<file path="src/rtl/multicycle_control_unit_if.sv">
// Control bundle between the sequencing control unit (slave) and the
// fetch/decode + datapath side (master).
interface multicycle_control_unit_if #(
  parameter int OPCODE_W = 8,
  parameter int ALUOP_W  = 3
);
  logic [OPCODE_W-1:0] opcode;
  logic                mem_busywait;
  logic                writeable;
  logic [ALUOP_W-1:0]  aluop;
  logic                mux1op;
  logic                mux2op;
  logic [1:0]          bselect;
  logic                mem_read;
  logic                mem_write;
  logic                mem_to_reg;
  logic                pc_stall;
  logic                illegal;

  modport master (
    output opcode, mem_busywait,
    input  writeable, aluop, mux1op, mux2op, bselect,
    input  mem_read, mem_write, mem_to_reg, pc_stall, illegal
  );

  modport slave (
    input  opcode, mem_busywait,
    output writeable, aluop, mux1op, mux2op, bselect,
    output mem_read, mem_write, mem_to_reg, pc_stall, illegal
  );
endinterface

</file>
<file path="src/rtl/multicycle_control_unit.sv">
// Opcode decoder and stall sequencer for the simple CPU: single-cycle ops
// decode combinationally, mult and data-memory accesses hold the PC.
module multicycle_control_unit #(
  parameter int OPCODE_W    = 8,
  parameter int ALUOP_W     = 3,
  parameter int MULT_CYCLES = 4
) (
  input  logic                        CLK,
  input  logic                        RESET,
  multicycle_control_unit_if.slave    bus
);

  localparam int CNT_W = (MULT_CYCLES > 2) ? $clog2(MULT_CYCLES - 1) : 1;

  typedef enum logic [1:0] {
    RUN       = 2'd0,
    MULT_WAIT = 2'd1,
    MEM_WAIT  = 2'd2
  } state_t;

  typedef struct packed {
    logic       writeable;
    logic [2:0] aluop;
    logic       mux1op;
    logic       mux2op;
    logic [1:0] bselect;
    logic       mem_read;
    logic       mem_write;
    logic       illegal;
    logic       is_mult;
  } ctl_t;

  state_t              state, state_next;
  logic [CNT_W-1:0]    cnt, cnt_next;
  logic [OPCODE_W-1:0] opcode_q, opcode_q_next;
  ctl_t                ctl;

  logic               writeable;
  logic [ALUOP_W-1:0] aluop;
  logic               mux1op;
  logic               mux2op;
  logic [1:0]         bselect;
  logic               mem_read;
  logic               mem_write;
  logic               mem_to_reg;
  logic               pc_stall;
  logic               illegal;

  // Any set bit above bit 7 makes the opcode illegal regardless of the low byte.
  function automatic ctl_t decode(input logic [OPCODE_W-1:0] op);
    ctl_t c;
    c = '0;
    if ((op >> 8) != '0) begin
      c.illegal = 1'b1;
    end else begin
      case (8'(op))
        8'd0:  begin c.mux2op = 1'b1; c.writeable = 1'b1; end
        8'd1:  c.writeable = 1'b1;
        8'd2:  begin c.aluop = 3'b001; c.writeable = 1'b1; end
        8'd3:  begin c.aluop = 3'b010; c.mux1op = 1'b1; c.writeable = 1'b1; end
        8'd4:  begin c.aluop = 3'b011; c.writeable = 1'b1; end
        8'd5:  begin c.aluop = 3'b100; c.writeable = 1'b1; end
        8'd6:  c.bselect = 2'b01;
        8'd7:  begin c.aluop = 3'b001; c.mux1op = 1'b1; c.bselect = 2'b10; end
        8'd8:  begin c.aluop = 3'b001; c.mux1op = 1'b1; c.bselect = 2'b11; end
        8'd9:  begin
          c.aluop     = 3'b110;
          c.is_mult   = 1'b1;
          c.writeable = (MULT_CYCLES == 1);
        end
        8'd10: c.mem_read = 1'b1;
        8'd11: begin c.mem_read = 1'b1; c.mux2op = 1'b1; end
        8'd12: c.mem_write = 1'b1;
        8'd13: begin c.mem_write = 1'b1; c.mux2op = 1'b1; end
        default: c.illegal = 1'b1;
      endcase
    end
    return c;
  endfunction

  always_ff @(posedge CLK or negedge RESET) begin
    if (!RESET) begin
      state    <= RUN;
      cnt      <= '0;
      opcode_q <= '0;
    end else begin
      state    <= state_next;
      cnt      <= cnt_next;
      opcode_q <= opcode_q_next;
    end
  end

  // Wait states decode the latched opcode so fetch may move the live opcode freely.
  always_comb begin
    state_next    = state;
    cnt_next      = cnt;
    opcode_q_next = opcode_q;
    writeable     = 1'b0;
    aluop         = '0;
    mux1op        = 1'b0;
    mux2op        = 1'b0;
    bselect       = 2'b00;
    mem_read      = 1'b0;
    mem_write     = 1'b0;
    mem_to_reg    = 1'b0;
    pc_stall      = 1'b0;
    illegal       = 1'b0;
    ctl           = decode((state == RUN) ? bus.opcode : opcode_q);

    case (state)
      RUN: begin
        writeable = ctl.writeable;
        aluop     = ALUOP_W'(ctl.aluop);
        mux1op    = ctl.mux1op;
        mux2op    = ctl.mux2op;
        bselect   = ctl.bselect;
        mem_read  = ctl.mem_read;
        mem_write = ctl.mem_write;
        illegal   = ctl.illegal;
        if (ctl.is_mult && (MULT_CYCLES > 1)) begin
          writeable     = 1'b0;
          pc_stall      = 1'b1;
          cnt_next      = CNT_W'(MULT_CYCLES - 2);
          opcode_q_next = bus.opcode;
          state_next    = MULT_WAIT;
        end else if (ctl.mem_read || ctl.mem_write) begin
          pc_stall      = 1'b1;
          opcode_q_next = bus.opcode;
          state_next    = MEM_WAIT;
        end
      end
      MULT_WAIT: begin
        aluop = ALUOP_W'(3'b110);
        if (cnt != '0) begin
          pc_stall = 1'b1;
          cnt_next = cnt - 1'b1;
        end else begin
          writeable  = 1'b1;
          state_next = RUN;
        end
      end
      MEM_WAIT: begin
        aluop     = ALUOP_W'(ctl.aluop);
        mux2op    = ctl.mux2op;
        mem_read  = ctl.mem_read;
        mem_write = ctl.mem_write;
        if (bus.mem_busywait) begin
          pc_stall = 1'b1;
        end else begin
          writeable  = ctl.mem_read;
          mem_to_reg = ctl.mem_read;
          state_next = RUN;
        end
      end
      default: state_next = RUN;
    endcase

    // Outputs follow reset immediately so an aborted access drops its request at once.
    if (!RESET) begin
      writeable  = 1'b0;
      aluop      = '0;
      mux1op     = 1'b0;
      mux2op     = 1'b0;
      bselect    = 2'b00;
      mem_read   = 1'b0;
      mem_write  = 1'b0;
      mem_to_reg = 1'b0;
      pc_stall   = 1'b0;
      illegal    = 1'b0;
    end
  end

  assign bus.writeable  = writeable;
  assign bus.aluop      = aluop;
  assign bus.mux1op     = mux1op;
  assign bus.mux2op     = mux2op;
  assign bus.bselect    = bselect;
  assign bus.mem_read   = mem_read;
  assign bus.mem_write  = mem_write;
  assign bus.mem_to_reg = mem_to_reg;
  assign bus.pc_stall   = pc_stall;
  assign bus.illegal    = illegal;

endmodule

</file>
<file path="src/flat_wrapper.sv">
// flat-port wrapper written by rule: the top's interface ports become plain ports
module multicycle_control_unit_flat 
#(
  parameter int OPCODE_W    = 8,
  parameter int ALUOP_W     = 3,
  parameter int MULT_CYCLES = 4
)
  (CLK, RESET, bus_opcode, bus_mem_busywait, bus_writeable, bus_aluop, bus_mux1op, bus_mux2op, bus_bselect, bus_mem_read, bus_mem_write, bus_mem_to_reg, bus_pc_stall, bus_illegal);
  multicycle_control_unit_if #(.OPCODE_W(OPCODE_W), .ALUOP_W(ALUOP_W)) bus_i ();
  input  logic CLK;
  input  logic RESET;
  input wire logic [$bits(bus_i.opcode)-1:0] bus_opcode;
  input wire logic [$bits(bus_i.mem_busywait)-1:0] bus_mem_busywait;
  output wire logic [$bits(bus_i.writeable)-1:0] bus_writeable;
  output wire logic [$bits(bus_i.aluop)-1:0] bus_aluop;
  output wire logic [$bits(bus_i.mux1op)-1:0] bus_mux1op;
  output wire logic [$bits(bus_i.mux2op)-1:0] bus_mux2op;
  output wire logic [$bits(bus_i.bselect)-1:0] bus_bselect;
  output wire logic [$bits(bus_i.mem_read)-1:0] bus_mem_read;
  output wire logic [$bits(bus_i.mem_write)-1:0] bus_mem_write;
  output wire logic [$bits(bus_i.mem_to_reg)-1:0] bus_mem_to_reg;
  output wire logic [$bits(bus_i.pc_stall)-1:0] bus_pc_stall;
  output wire logic [$bits(bus_i.illegal)-1:0] bus_illegal;
  assign bus_i.opcode = bus_opcode;
  assign bus_i.mem_busywait = bus_mem_busywait;
  assign bus_writeable = bus_i.writeable;
  assign bus_aluop = bus_i.aluop;
  assign bus_mux1op = bus_i.mux1op;
  assign bus_mux2op = bus_i.mux2op;
  assign bus_bselect = bus_i.bselect;
  assign bus_mem_read = bus_i.mem_read;
  assign bus_mem_write = bus_i.mem_write;
  assign bus_mem_to_reg = bus_i.mem_to_reg;
  assign bus_pc_stall = bus_i.pc_stall;
  assign bus_illegal = bus_i.illegal;
  multicycle_control_unit #(.OPCODE_W(OPCODE_W), .ALUOP_W(ALUOP_W), .MULT_CYCLES(MULT_CYCLES)) u_core (.CLK(CLK), .RESET(RESET), .bus(bus_i));
endmodule
</file>
<file path="config.mk">
export PLATFORM = sky130hd
export DESIGN_NAME = multicycle_control_unit_flat
export DESIGN_NICKNAME = d
export VERILOG_FILES = /design/src/rtl/multicycle_control_unit_if.sv /design/src/rtl/multicycle_control_unit.sv /design/src/flat_wrapper.sv
export SDC_FILE = /design/constraint.sdc
export NUM_CORES = 1
export LEC_CHECK = 0
export BUFFER_PORTS_ARGS = -buffer_cell sky130_fd_sc_hd__buf_2
export CORE_MARGIN = 2
export CORE_UTILIZATION = 53
export CTS_CLUSTER_DIAMETER = 60
export CTS_CLUSTER_SIZE = 10
export DETAILED_ROUTE_END_ITERATION = 8
export GPL_ROUTABILITY_DRIVEN = 1
export GPL_TIMING_DRIVEN = 0
export PLACE_DENSITY = 0.87
export SYNTH_ARGS = -nofsm -noshare
export SYNTH_HDL_FRONTEND = slang
export SYNTH_SLANG_ARGS = --single-unit
</file>
<file path="constraint.sdc">
create_clock -name CLK -period 3 [get_ports CLK]
set_input_delay 0.6 -clock CLK [delete_from_list [all_inputs] [get_ports CLK]]
set_output_delay 0.6 -clock CLK [all_outputs]
set_load 0.1 [all_outputs]
</file>
==> results of run 1 <==
-- area by class of cell --
type,count,area share [%]
sequential,12,18.2
buffer,6,1.97
multi-input combinational,107,56.6
clock buffer,4,2.20
inverter,10,2.35
timing repair buffer,27,16.7
tap,27,2.05
-- cells by family (layout without fill, tap and decap cells) --
group	count (synthesis)	count (layout)	share of synthesized area (%)
muxes	6	6	5.93
and+or+nand+nor	57	58	30.8
DFF	12	12	28.5
adders and majority gates	1	1	1.19
AOI/OAI and AO/OA	40	40	24.8
xor gates and xnor gates	2	2	1.66
buffers and inverters	18	47	7.12
-- power by group --
group,switching (mW),total [mW],leakage [nW],internal [mW]
registers,0.0680,0.275,0.149,0.207
logic,0.945,1.44,0.494,0.499
clock network,0.0558,0.130,0.0210,0.0739
total,1.07,1.85,0.663,0.780
-- stage by stage --
stage	cell area, sq um	utilization, %	hold slack, ps
2_1_floorplan	1210	-	304
3_3_place_gp	1350	70.2	482
3_5_place_dp	1350	70.2	485
4_1_cts	1560	81.3	201
5_1_grt	1650	85.9	213
6_report	1650	85.9	209
-- per-layer routing --
layer / up-vias / global-route usage [%]
li1: 568 / -
met1: 633 / 41.9
met2: 142 / 53.7
met3: 39 / 3.70
met4: 0 / 14.3
met5: - / 0
-- flip-flops by register name (all words and copies together), names as in the netlist --
name             count
u_core.state         2
u_core.cnt           2
u_core.opcode_q      8
-- worst max-delay path by stage --
stage,startpoint,end,cells past startpoint,slack [ps]
after floorplan,bus_opcode[4],bus_writeable,5,-240
after global placement,bus_opcode[4],bus_writeable,7,-360
after detailed placement,bus_opcode[4],bus_writeable,7,-370
after CTS,bus_opcode[4],bus_writeable,7,-110
after global routing,u_core.opcode_q[7],bus_writeable,6,-170
final,bus_opcode[4],bus_writeable,7,-140
-- what timing repair did --
action / 4_1_cts / 5_1_grt
resized for setup: 40 / 24
buffers inserted: 5 / 1
gates cloned: 0 / 1
pin swaps: 4 / 1
endpoints found under the setup margin: 13 / 12
-- cell usage in the layout, fill, tap and decap left out, types with 2 or more instances in the layout --
master,synthesis,layout
buf_12,0,6
buf_4,0,10
nor3_1,8,6
o311ai_1,0,2
mux2i_1,4,2
nor4_4,0,2
clkbuf_1,7,3
a31oi_1,5,4
buf_6,1,5
mux2_2,2,2
inv_1,9,9
a21o_4,0,2
nor2_1,5,4
a21oi_4,0,6
buf_2,0,8
or4_4,1,2
and2_1,4,4
nand3_1,7,7
nor4_1,4,2
or3_1,3,3
nand2b_1,3,3
mux2i_4,0,2
a21oi_1,14,8
nand2_1,11,11
o21ai_0,4,3
nor4b_4,0,2
a21boi_1,0,2
nor3_4,0,2
clkbuf_4,0,3
a2bb2oi_1,2,2
dfrtp_1,12,12
or2_4,0,2
-- worst register-to-register path: stages, from the launching register on --
cell	delay [ps]
dfrtp_1	430
buf_2	240
nor2_4	280
nand3_1	130
a221o_1	420
a21oi_1	370
mux2_2	380
==> results.json, run 1 <==
{
  "cp_data_arrival_time_ps": 2540,
  "synth.yosys.seq_area_share_pct": 28.5,
  "finalMaxSlewViolations": 0,
  "dr_wl_met2_um": 2110,
  "synthFlopType": "dfrtp_1",
  "clk_pin_slew_ps": 80,
  "async_reset_ff_share_pct": 100,
  "port_buffers": 21,
  "ant_nets": 0,
  "critPathKind": "in2out",
  "wl_met3_um": 498,
  "setup-violations-final": 5,
  "run_status": "finished with violations",
  "met1_length_um": 1560,
  "max_slew_margin_pct": 54.7,
  "vias": 1382,
  "cts_tree": "built",
  "grt_pass1_wl_um": 5860,
  "fin_tns_setup_ps": -243,
  "routedWlPerCell_um": 22.7,
  "cts-root-buf": "clkbuf_4",
  "numClockSinks": 12,
  "synth_top_area_share_pct": 28.5,
  "finalHoldViolations": 0,
  "grtUsageTotal_pct": 32.1,
  "diodes": 0,
  "worst_r2r_endpoint": "u_core.opcode_q[2]",
  "finalCritPeriodShare_pct": 105,
  "syn_area_sq_um": 1050,
  "cts_buffers": 3,
  "clock_skew_ps": 11.1,
  "avgSynthCellArea_sq_um": 7.76,
  "hp-class": "in2async",
  "cap_violations": 0,
  "multi_input_area_sq_um": 935,
  "synth.most_common_cell": "a21oi_1",
  "synth_area_leaders": "dfrtp_1, a21oi_1, nand2_1",
  "drive_above_1_share_pct": 41.6,
  "drc_errors": 0,
  "start_kind": "input port",
  "gp_congestion": 0.868,
  "min_period_ps": 3140,
  "powerDensity_nw_per_um2": 1120,
  "p_leak_nw": 0.663,
  "failed_checks": "negative setup slack",
  "seq_area_sq_um": 300,
  "ys_top_cells_by_count": "a21oi_1, dfrtp_1, nand2_1",
  "fin_ws_ps": -144,
  "core_sq_um": 1920,
  "p_total_mw": 1.85,
  "antenna_found_initial": 0,
  "insertion_delay_ps": 280,
  "cp.required_ps": 2400,
  "end_kind": "primary output",
  "path_max_fanout": 3,
  "reg2reg_from": "u_core.state[0]",
  "ir_worst_vdd_v": 0.000911,
  "crit_buf_inv": 2,
  "final_cell_count_no_fill": 193,
  "place_ws_ps": -368,
  "synth_cell_types": 44,
  "worst_slew_pin_slew_ps": 676,
  "cts_hold_buf": 0,
  "synth-edff-count": 0,
  "top_layer_used": "met4",
  "clockBufferDepth": 2,
  "grt_pass1_vias": 1160,
  "crit_slowest_cell": "or4_4",
  "grt_overflow": 0,
  "nFillCells": 87,
  "die_area_sq_um": 2360,
  "avgViaCountPerCell": 7.16,
  "reg2regPathDepth": 6,
  "syn_to_final_growth_pct": 56.6,
  "dp_hpwl_um": 2180,
  "cpPeakStageDelay_ps": 540,
  "synthCells": 136,
  "grt_max_degree": 16,
  "rsz0062_at_grt": "true",
  "start_util_pct": 54.9,
  "wl_um": 4390,
  "io_pins": 24,
  "postSynthRegisterBits": 12,
  "die_x_um": 48.6,
  "fin_nets": 179,
  "drtPass1Iterations": 5,
  "htree_levels": 1,
  "dp.cells": 184,
  "fp-row-count": 16,
  "crit_top_cell": "or4_4",
  "synth_largest_area_cell": "dfrtp_1",
  "ff2ff_setup_slack_ps": 620,
  "synth_nets": 148,
  "die_h_um": 48.6,
  "drt_iter0_drc": 108,
  "ys_warn_count": 0,
  "critical_path.cell_chain": "buf_6, or4_4, or3_4, and2_4, or4_4, a21oi_4, buf_12",
  "crit_family": "simple AND/OR/NAND/NOR gates",
  "max_freq_mhz": 318
}
Note: power is estimated with default switching activity, not from simulation.
==> run 2, diff against run 1 <==
Clock period 3 ns to 3.2 ns, I/O delays scaled along.
==> run 2 against run 1 <==
Highest routed layer unchanged. Clock power shrank 8%. The run still ends with negative setup slack left. Total power down 16%. Routed wire length down 25%. Register-to-register slack gained 220 ps. Die area unchanged. Clock-buffer cell count unchanged.
==> results.json, run 2 (same netlist as run 1, synthesis figures left out) <==
{
  "drtPass1Iterations": 4,
  "syn_to_final_growth_pct": 45.0,
  "cts_buffers": 3,
  "gp_congestion": 0.888,
  "swShare_pct": 57.7,
  "die_area_sq_um": 2360,
  "finalMaxSlewViolations": 0,
  "ff2ff_setup_slack_ps": 840,
  "insertion_delay_ps": 280,
  "worst_r2r_endpoint": "u_core.opcode_q[2]",
  "place_ws_ps": -260,
  "failed_checks": "negative setup slack",
  "grt_overflow": 0,
  "cts_tree": "built",
  "io_pins": 24,
  "grt_max_degree": 16,
  "min_period_ps": 3230,
  "p_switching_mw": 0.891,
  "grt_pass1_wl_um": 5320,
  "p_leak_nw": 0.617,
  "diodes": 0,
  "reg_top3": "u_core.opcode_q: 8 flops, u_core.cnt: 2 flops, u_core.state: 2 flops",
  "start_kind": "input port",
  "die_h_um": 48.6,
  "core_sq_um": 1920,
  "drive_above_1_share_pct": 37.7,
  "drt_iter0_drc": 45,
  "mostFrequentLayoutCells": "dfrtp_1, nand2_1, buf_4",
  "max_slew_margin_pct": 56.8,
  "setup-violations-final": 1,
  "port_buffers": 21,
  "finalCritPeriodShare_pct": 101,
  "grt_pass1_vias": 1174,
  "comb_power_share_pct": 77.0,
  "drc_errors": 0,
  "avgViaCountPerCell": 6.46,
  "fp-row-count": 16,
  "htree_levels": 1,
  "clk_pin_slew_ps": 80,
  "cp.required_ps": 2560,
  "layout_commonest_cell": "dfrtp_1",
  "die_x_um": 48.6,
  "cts_hold_buf": 0,
  "reg2reg_from": "u_core.state[1]",
  "fin_ws_ps": -28.7,
  "max_freq_mhz": 310,
  "grtUsageTotal_pct": 28.4,
  "cp_data_arrival_time_ps": 2590,
  "p_int_mw": 0.653,
  "path_max_fanout": 3,
  "worst_slew_pin_slew_ps": 642,
  "top_register": "u_core.opcode_q",
  "clock_skew_ps": 8.98,
  "powerDensity_nw_per_um2": 1010,
  "cts-root-buf": "clkbuf_4",
  "dp_hpwl_um": 2210,
  "fin_nets": 175,
  "reg2regPathDepth": 6,
  "wl_um": 3280,
  "critPathKind": "in2out",
  "ir_worst_vdd_v": 0.000695,
  "numClockSinks": 12,
  "routedWlPerCell_um": 17.4,
  "finalHoldViolations": 0,
  "p_seq_share_pct": 15.2,
  "end_kind": "primary output",
  "clockBufferDepth": 2,
  "hp-class": "in2async",
  "start_util_pct": 54.9,
  "ant_nets": 0,
  "rsz0062_at_grt": "true",
  "largest_reg_flops": 8,
  "antenna_found_initial": 0,
  "cap_violations": 0,
  "power_frac_clock_pct": 7.8,
  "postLayoutCoreUtil_pct": 79.6,
  "run_status": "finished with violations",
  "vias": 1220
}
==> run 2: changes by cell type in the layout (fill, tap and decap cells not counted), sizes merged <==
cell / previous run / this run
clkinvlp: 0 / 1
nor2: 6 / 5
clkinv: 1 / 0
clkbuf: 8 / 12
buf: 29 / 22
==> run 2: through the flow <==
step                TNS [ps]  hold slack (ps)  area, sq um  instances  power [mW]
floorplan               -664              344         1210        136        1.10
global placement        -764              487         1350        184        1.24
detailed placement     -1000              493         1350        184        1.28
CTS                    -27.1              251         1460        189        1.47
global route           -64.6              251         1530        189        1.64
finish                 -28.7              245         1530        189        1.54
==> run 2: power by group through the flow <==
stage / sequential, mW / combinational, mW / clock (mW)
floorplan: 0.222 / 0.882 / 0
global placement: 0.229 / 1.01 / 0
detailed placement: 0.232 / 1.05 / 0
CTS: 0.230 / 1.11 / 0.122
global route: 0.242 / 1.26 / 0.132
finish: 0.235 / 1.19 / 0.120
==> run 2: final cells by class <==
cell class,instances,area [sq um]
flip-flops and latches,12,300
well taps,27,33.8
clock buffers,4,36.3
inverters,10,41.3
fillers,121,393
multi-input cells,106,893
plain buffers,7,36.3
repair buffers,23,188
==> run 2: worst max-delay path by stage <==
stage | slack, ps | start | endpoint | depth (start not counted)
after floorplan | -340 | bus_opcode[4] | bus_mem_read | 4
after global placement | -230 | bus_opcode[4] | bus_writeable | 7
after detailed placement | -260 | bus_opcode[4] | bus_writeable | 7
after CTS | -30 | bus_opcode[4] | bus_writeable | 7
after global routing | -50 | bus_opcode[4] | bus_writeable | 7
final | -30 | bus_opcode[4] | bus_writeable | 7
==> run 2: worst max-delay path: stages <==
cell and delay (ps):
buf_6 100, or4_4 550, or3_4 350, and2_4 160
or4_4 440, a21oi_4 160, buf_12 190
==> run 2: timing repair <==
action | 4_1_cts | 5_1_grt
endpoints found under the hold margin | 0 | 0
endpoints found under the setup margin | 11 | 13
pin swaps | 1 | 1
buffers inserted | 1 | 1
resized for setup | 23 | 18
==> run 2: per-layer routing <==
metal | up-vias | global-route usage, % | part of all wire (%)
met5 | - | 0 | 0
met3 | 17 | 6.48 | 6.4
met1 | 581 | 35.0 | 39
li1 | 555 | - | -
met4 | 0 | 9.52 | 3.1
met2 | 67 | 48.9 | 51
